--- src/rtl/config_frame_sender.sv ---
// Transmit end of the reconfiguration bus: buffers one frame, then sends it as a gap-free burst.
module config_frame_sender #(
  parameter int unsigned MAX_FRAME_BYTES = 32,
  parameter logic [7:0]  IDLE_CONFIG_ID  = 8'hFF,
  parameter int unsigned GAP_CYCLES      = 1
) (
  input  logic       clk,
  input  logic       rst_n,
  input  logic       trace_en,
  input  logic       cmd_valid,
  output logic       cmd_ready,
  input  logic [7:0] cmd_target,
  input  logic [7:0] cmd_length,
  input  logic       data_valid,
  output logic       data_ready,
  input  logic [7:0] data_byte,
  output logic       tracing,
  output logic [7:0] configId,
  output logic [7:0] configData,
  output logic       frame_done,
  output logic       cmd_error
);

  localparam int unsigned CW = $clog2(MAX_FRAME_BYTES + 1);
  localparam int unsigned AW = (MAX_FRAME_BYTES > 1) ? $clog2(MAX_FRAME_BYTES) : 1;
  localparam int unsigned GW = $clog2(GAP_CYCLES + 1);

  typedef enum logic [1:0] {ST_IDLE, ST_LOAD, ST_SEND, ST_GAP} state_e;

  state_e          state_q, state_d;
  logic            tracing_q, tracing_d;
  logic [7:0]      config_id_q, config_id_d;
  logic [7:0]      config_data_q, config_data_d;
  logic            frame_done_q, frame_done_d;
  logic            cmd_error_q, cmd_error_d;
  logic [7:0]      target_q, target_d;
  logic [CW-1:0]   len_q, len_d;
  logic [CW-1:0]   wr_cnt_q, wr_cnt_d;
  logic [CW-1:0]   rd_cnt_q, rd_cnt_d;
  logic [GW-1:0]   gap_cnt_q, gap_cnt_d;
  logic            buf_we_c;
  logic [7:0]      buf_mem_q [MAX_FRAME_BYTES];

  assign cmd_ready  = (state_q == ST_IDLE);
  assign data_ready = (state_q == ST_LOAD);
  assign tracing    = tracing_q;
  assign configId   = config_id_q;
  assign configData = config_data_q;
  assign frame_done = frame_done_q;
  assign cmd_error  = cmd_error_q;

  // State, bus outputs and counters; reset aborts any frame in flight.
  always_ff @(posedge clk or negedge rst_n) begin
    if (!rst_n) begin
      state_q       <= ST_IDLE;
      tracing_q     <= 1'b0;
      config_id_q   <= IDLE_CONFIG_ID;
      config_data_q <= 8'h00;
      frame_done_q  <= 1'b0;
      cmd_error_q   <= 1'b0;
      target_q      <= 8'h00;
      len_q         <= '0;
      wr_cnt_q      <= '0;
      rd_cnt_q      <= '0;
      gap_cnt_q     <= '0;
    end else begin
      state_q       <= state_d;
      tracing_q     <= tracing_d;
      config_id_q   <= config_id_d;
      config_data_q <= config_data_d;
      frame_done_q  <= frame_done_d;
      cmd_error_q   <= cmd_error_d;
      target_q      <= target_d;
      len_q         <= len_d;
      wr_cnt_q      <= wr_cnt_d;
      rd_cnt_q      <= rd_cnt_d;
      gap_cnt_q     <= gap_cnt_d;
    end
  end

  // Payload buffer; contents are only meaningful below the current write count.
  always_ff @(posedge clk) begin
    if (buf_we_c) begin
      buf_mem_q[AW'(wr_cnt_q)] <= data_byte;
    end
  end

  // Next-state and registered bus values; the bus idles at IDLE_CONFIG_ID outside a burst.
  always_comb begin
    state_d       = state_q;
    tracing_d     = 1'b0;
    config_id_d   = IDLE_CONFIG_ID;
    config_data_d = 8'h00;
    frame_done_d  = 1'b0;
    cmd_error_d   = 1'b0;
    target_d      = target_q;
    len_d         = len_q;
    wr_cnt_d      = wr_cnt_q;
    rd_cnt_d      = rd_cnt_q;
    gap_cnt_d     = gap_cnt_q;
    buf_we_c      = 1'b0;
    unique case (state_q)
      ST_IDLE: begin
        tracing_d = trace_en;
        wr_cnt_d  = '0;
        rd_cnt_d  = '0;
        if (cmd_valid) begin
          if ((cmd_length == 8'd0) || (cmd_length > 8'(MAX_FRAME_BYTES)) ||
              (cmd_target == IDLE_CONFIG_ID)) begin
            cmd_error_d = 1'b1;
          end else begin
            target_d  = cmd_target;
            len_d     = CW'(cmd_length);
            tracing_d = 1'b0;
            state_d   = ST_LOAD;
          end
        end
      end
      ST_LOAD: begin
        if (data_valid) begin
          buf_we_c = 1'b1;
          wr_cnt_d = wr_cnt_q + CW'(1);
          if (wr_cnt_q == len_q - CW'(1)) begin
            // Byte 0 goes out the very next cycle; a 1-byte frame bypasses the buffer.
            state_d       = ST_SEND;
            config_id_d   = target_q;
            config_data_d = (len_q == CW'(1)) ? data_byte : buf_mem_q[0];
            rd_cnt_d      = CW'(1);
          end
        end
      end
      ST_SEND: begin
        if (rd_cnt_q == len_q) begin
          state_d   = ST_GAP;
          gap_cnt_d = GW'(1);
        end else begin
          config_id_d   = target_q;
          config_data_d = buf_mem_q[AW'(rd_cnt_q)];
          rd_cnt_d      = rd_cnt_q + CW'(1);
        end
      end
      ST_GAP: begin
        if (gap_cnt_q == GW'(GAP_CYCLES)) begin
          state_d      = ST_IDLE;
          frame_done_d = 1'b1;
        end else begin
          gap_cnt_d = gap_cnt_q + GW'(1);
        end
      end
      default: state_d = ST_IDLE;
    endcase
  end

endmodule

--- config.mk ---
export PLATFORM = sky130hd
export DESIGN_NAME = config_frame_sender
export DESIGN_NICKNAME = d
export VERILOG_FILES = /design/src/rtl/config_frame_sender.sv
export SDC_FILE = /design/constraint.sdc
export NUM_CORES = 1
export LEC_CHECK = 0
export CAP_MARGIN = 20
export CORE_MARGIN = 2
export CORE_UTILIZATION = 32
export CTS_CLUSTER_DIAMETER = 40
export DETAILED_ROUTE_END_ITERATION = 16
export GPL_TIMING_DRIVEN = 0
export PLACE_DENSITY = 0.47
export SLEW_MARGIN = 15
export SYNTH_ARGS = -nofsm -noshare
export SYNTH_HDL_FRONTEND = slang
export SYNTH_SLANG_ARGS = --single-unit
--- constraint.sdc ---
create_clock -name clk -period 7.5 [get_ports clk]
set_input_delay 1.5 -clock clk [delete_from_list [all_inputs] [get_ports clk]]
set_output_delay 1.5 -clock clk [all_outputs]
set_load 0.03 [all_outputs]
==> out/qor.yml, run 1 <==
sta:
  rsz0062_at_grt: "no"
  fin_tns_setup_ns: 0
  holdWs_ns: 0.4685
  finalSetupViolCount: 0
  tightest_slew_ns: 0.8950
  max_freq_mhz: 271.1
  maxSlewHeadroom_pct: 40.11
  hold_viol: 0
  fin_worst_skew_ns: 0.01858
  post-route-period-util_pct: 49.18
  drv_slew: 0
  layout_min_cycle_time_ns: 3.688
  worst_slack_ns: 3.812
global_routing:
  grt.met1_usage_pct: 19.02
  grt_overflow: 0
  grt-busiest-layer: "met2"
  use_met3_pct: 2.906
  grt_pass1_wl_um: 44600
  grt_pass1_vias: 7103
  use_met2_pct: 25.16
  grt_max_degree: 34
  grtUsageTotal_pct: 14.91
  antenna_found_initial: 0
worst_setup_path:
  critical_path_arrival_ns: 2.19
  critPathMaxStageDelay_ns: 0.75
  path_class: "reg -> out"
  critical_path_buf_inv_count: 2
  cp-end-kind: "output pin"
  crit_required_ns: 6.00
  path_max_fanout: 9
  start_kind: "register"
  path_delay_family: "buffers and inverters"
  critical-path-slowest-cell: "clkdlybuf4s50_1"
  crit_chain: "inv_1 -> ha_1 -> clkdlybuf4s50_1"
route:
  dr.pass1.iters: 6
  drcViolationCount: 0
  drtAntennaViolNets: 0
  drt-total-wl_um: 29600
  route.vias.total: 6659
  vias_per_cell: 5.011
  drtIter0Drc: 590
  wl_per_cell_um: 22.27
clock_tree:
  cts_made_buffers: 43
  root_buffer: "clkbuf_16"
  cts_htree_levels: 2
  cts_tree: "done"
  hold_buffers: 0
  post_cts_buffers: 0
  insertion_delay_ns: 0.54
  clk_pin_slew_ns: 0.05
  cts_buffer_depth: 3
  numClockSinks: 304
  cts_resized: 0
power_and_ir_drop:
  fin_total_pwr_mw: 5.107
  p_leak_nw: 4.890
  vdd_drop_max_v: 0.0001433
  power_density_mw_per_mm2: 342.2
floorplan:
  rows: 72
  die-area_mm2: 0.04034
  start_util_pct: 32.24
  core_mm2: 0.03847
  die_h_um: 200.9
  ioPinCount: 50
  floorplan.die.width_um: 200.9
synthesis:
  synth_edf_count: 256
  ys_seq_area_share_pct: 71.76
  synthesis.nets: 720
  yosys_warnings: 0
  synth_cells: 680
  ys_async_sr_fraction_pct: 15.79
  yosysUniqueCellTypes: 51
  syn_area_mm2: 0.01240
  synth_top_flop_cell: "edfxtp_1"
  syn_avg_cell_area_um2: 18.24
  yosys_register_bits: 304
finish:
  drive_above_1_share_pct: 22.19
  final_nets: 818
  area_delta_synth_final_pct: 20.36
  final_util_pct: 38.80
  fill_cells: 3504
  diodes: 0
status:
  status: "finished clean"
place:
  pre_cts_ws_ns: 3.327
  routabilityCongestion: 0.8795
  dp_hpwl_um: 19700
  portBuffers: 49
job:
  drv_cap: 0
min_path:
  min_path_type: "reg -> reg"
==> Yosys cell counts, types with 2 or more instances <==
library cell    n  area, um^2
a211oi_1        8       60.06
a21o_1          8       60.06
a21oi_1        11       55.05
a22oi_1         8       60.06
and2_1          3       18.77
and3_1          2       12.51
buf_1           5       18.77
buf_2           7       35.03
buf_4           2       15.01
clkbuf_1       22       82.58
dfrtp_1        40        1001
dfstp_2         8       210.2
edfxtp_1      256        7687
ha_1           11       137.6
inv_1          10       37.54
mux2_2         16       180.2
mux2i_1        25       250.2
mux4_2         64        1441
nand2_1        18       67.56
nand2b_1        3       18.77
nand3_1        12       60.06
nand3b_1        4       30.03
nand4_1         4       25.02
nor2_1         43       161.4
nor2b_1         9       56.30
nor3_1          5       25.02
nor4_1          2       12.51
o211ai_1       18       135.1
o21ai_0        17       85.08
o2bb2ai_1       3       26.28
o31ai_1         2       15.01
or2_2           2       12.51
or3b_2          2       17.52
xnor2_1         4       35.03
xor2_1         10       87.58
==> cells in the final DEF, fill, tap and decap left out, types with 3 or more instances in the layout <==
| cell type | synthesis | routed |
|---|---|---|
| xor2_1 | 10 | 10 |
| ha_1 | 11 | 11 |
| nor2b_1 | 9 | 9 |
| a211oi_1 | 8 | 8 |
| nand3b_1 | 4 | 4 |
| mux4_2 | 64 | 64 |
| buf_1 | 5 | 5 |
| dfstp_2 | 8 | 8 |
| clkinv_2 | 0 | 5 |
| edfxtp_1 | 256 | 256 |
| a21o_1 | 8 | 8 |
| dfrtp_1 | 40 | 40 |
| nor3_1 | 5 | 5 |
| clkbuf_16 | 0 | 43 |
| mux2i_1 | 25 | 25 |
| nor2_1 | 43 | 43 |
| buf_2 | 7 | 13 |
| and2_1 | 3 | 3 |
| o21ai_0 | 17 | 17 |
| clkinv_4 | 0 | 6 |
| o2bb2ai_1 | 3 | 3 |
| nand2_1 | 18 | 18 |
| inv_6 | 0 | 4 |
| nand4_1 | 4 | 4 |
| a22oi_1 | 8 | 8 |
| a21oi_1 | 11 | 11 |
| inv_1 | 10 | 10 |
| clkbuf_1 | 22 | 30 |
| nand3_1 | 12 | 12 |
| bufinv_16 | 0 | 3 |
| clkdlybuf4s50_1 | 0 | 43 |
| nand2b_1 | 3 | 3 |
| clkinv_1 | 0 | 7 |
| xnor2_1 | 4 | 4 |
| mux2_2 | 16 | 16 |
| o211ai_1 | 18 | 18 |
==> registers in the layout (all words and copies together), names as in the netlist, 2 cells and up <==
signal      count
buf_mem_q     256
configData      8
configId        8
target_q        8
len_q           6
rd_cnt_q        6
wr_cnt_q        6
state_q         2
==> per-stage QoR <==
step / cell area [um^2] / std cells
floorplan: 12400 / 680
global placement: 13540 / 1247
detailed placement: 13570 / 1251
CTS: 14930 / 1329
global route: 14930 / 1329
finish: 14930 / 1329
==> final cells by class <==
| class | count | area, um^2 | area share, % |
|---|---|---|---|
| timing repair buffer | 53 | 521.8 | 3.496 |
| multi-input combinational | 329 | 3308 | 22.16 |
| clock buffer | 52 | 1120 | 7.503 |
| inverter | 10 | 37.54 | 0.2515 |
| tap | 518 | 648.1 | 4.342 |
| clock inverter | 26 | 235.2 | 1.576 |
| sequential | 304 | 8899 | 59.62 |
| buffer | 37 | 156.4 | 1.048 |
==> power by group <==
| part | internal [mW] | switching, mW |
|---|---|---|
| logic | 0.522 | 0.659 |
| clock network | 1.17 | 0.723 |
| registers | 1.96 | 0.0728 |
==> path summary, 6_finish.rpt <==
| kind | from | to | slack, ns | cells past startpoint |
|---|---|---|---|---|
| worst min register to register | target_q[7]$_DFFE_PN0P_ | configId[7]$_DFF_PN1_ | 0.47 | 1 |
| worst min-delay path | target_q[7]$_DFFE_PN0P_ | configId[7]$_DFF_PN1_ | 0.47 | 1 |
| min in group asynchronous | rst_n | rd_cnt_q[2]$_DFFE_PN0P_ | 0.94 | 1 |
| worst max-delay path | state_q[0]$_DFFE_PN0P_ | cmd_ready | 3.81 | 3 |
| max in group asynchronous | rst_n | configId[4]$_DFF_PN1_ | 5.94 | 2 |
| worst max register to register | rd_cnt_q[1]$_DFFE_PN0P_ | configData[7]$_DFF_PN0_ | 4.36 | 7 |
==> kinds of logic after synthesis <==
group / Yosys count / share of synthesized area, %
multiplexers: 105 / 15.09
XOR/XNOR: 14 / 0.9887
adder cells (fa/ha/maj): 11 / 1.110
AO/OA/AOI/OAI: 87 / 5.025
AND/OR/NAND/NOR: 112 / 4.460
buffers and inverters: 47 / 1.564
flip-flops: 304 / 71.76
==> layer usage <==
layer / vias to the layer above / share of wire, %
li1: 2932 / -
met1: 3431 / 42
met2: 222 / 49
met3: 74 / 5.8
met4: 0 / 3.5
met5: - / 0
No activity file was read; power rests on OpenSTA's default activity.
==> inputs of run 2 (changes only) <==
- clock period: 7.5 -> 3.65 ns (I/O delays scaled with it)
==> results of run 2 <==
Same layout as run 1 (identical final DEF). Status: finished clean.
Among the figures that moved: setup slack after placement 3.327 ns -> 0.2473 ns; clock-pin slew on the worst setup and hold paths 0.05 ns -> 0.06 ns; setup slack after layout 3.812 ns -> 0.5122 ns; hold slack 0.4685 ns -> 0.1749 ns; start point of the critical path state_q[0]$_DFFE_PN0P_ -> rd_cnt_q[1]$_DFFE_PN0P_; end point of the critical path cmd_ready -> configData[7]$_DFF_PN0_; register-to-register setup slack 4.36 ns -> 0.51 ns; total power 5.107 mW -> 10.49 mW; worst IR drop on VDD 0.0001433 V -> 0.0002945 V
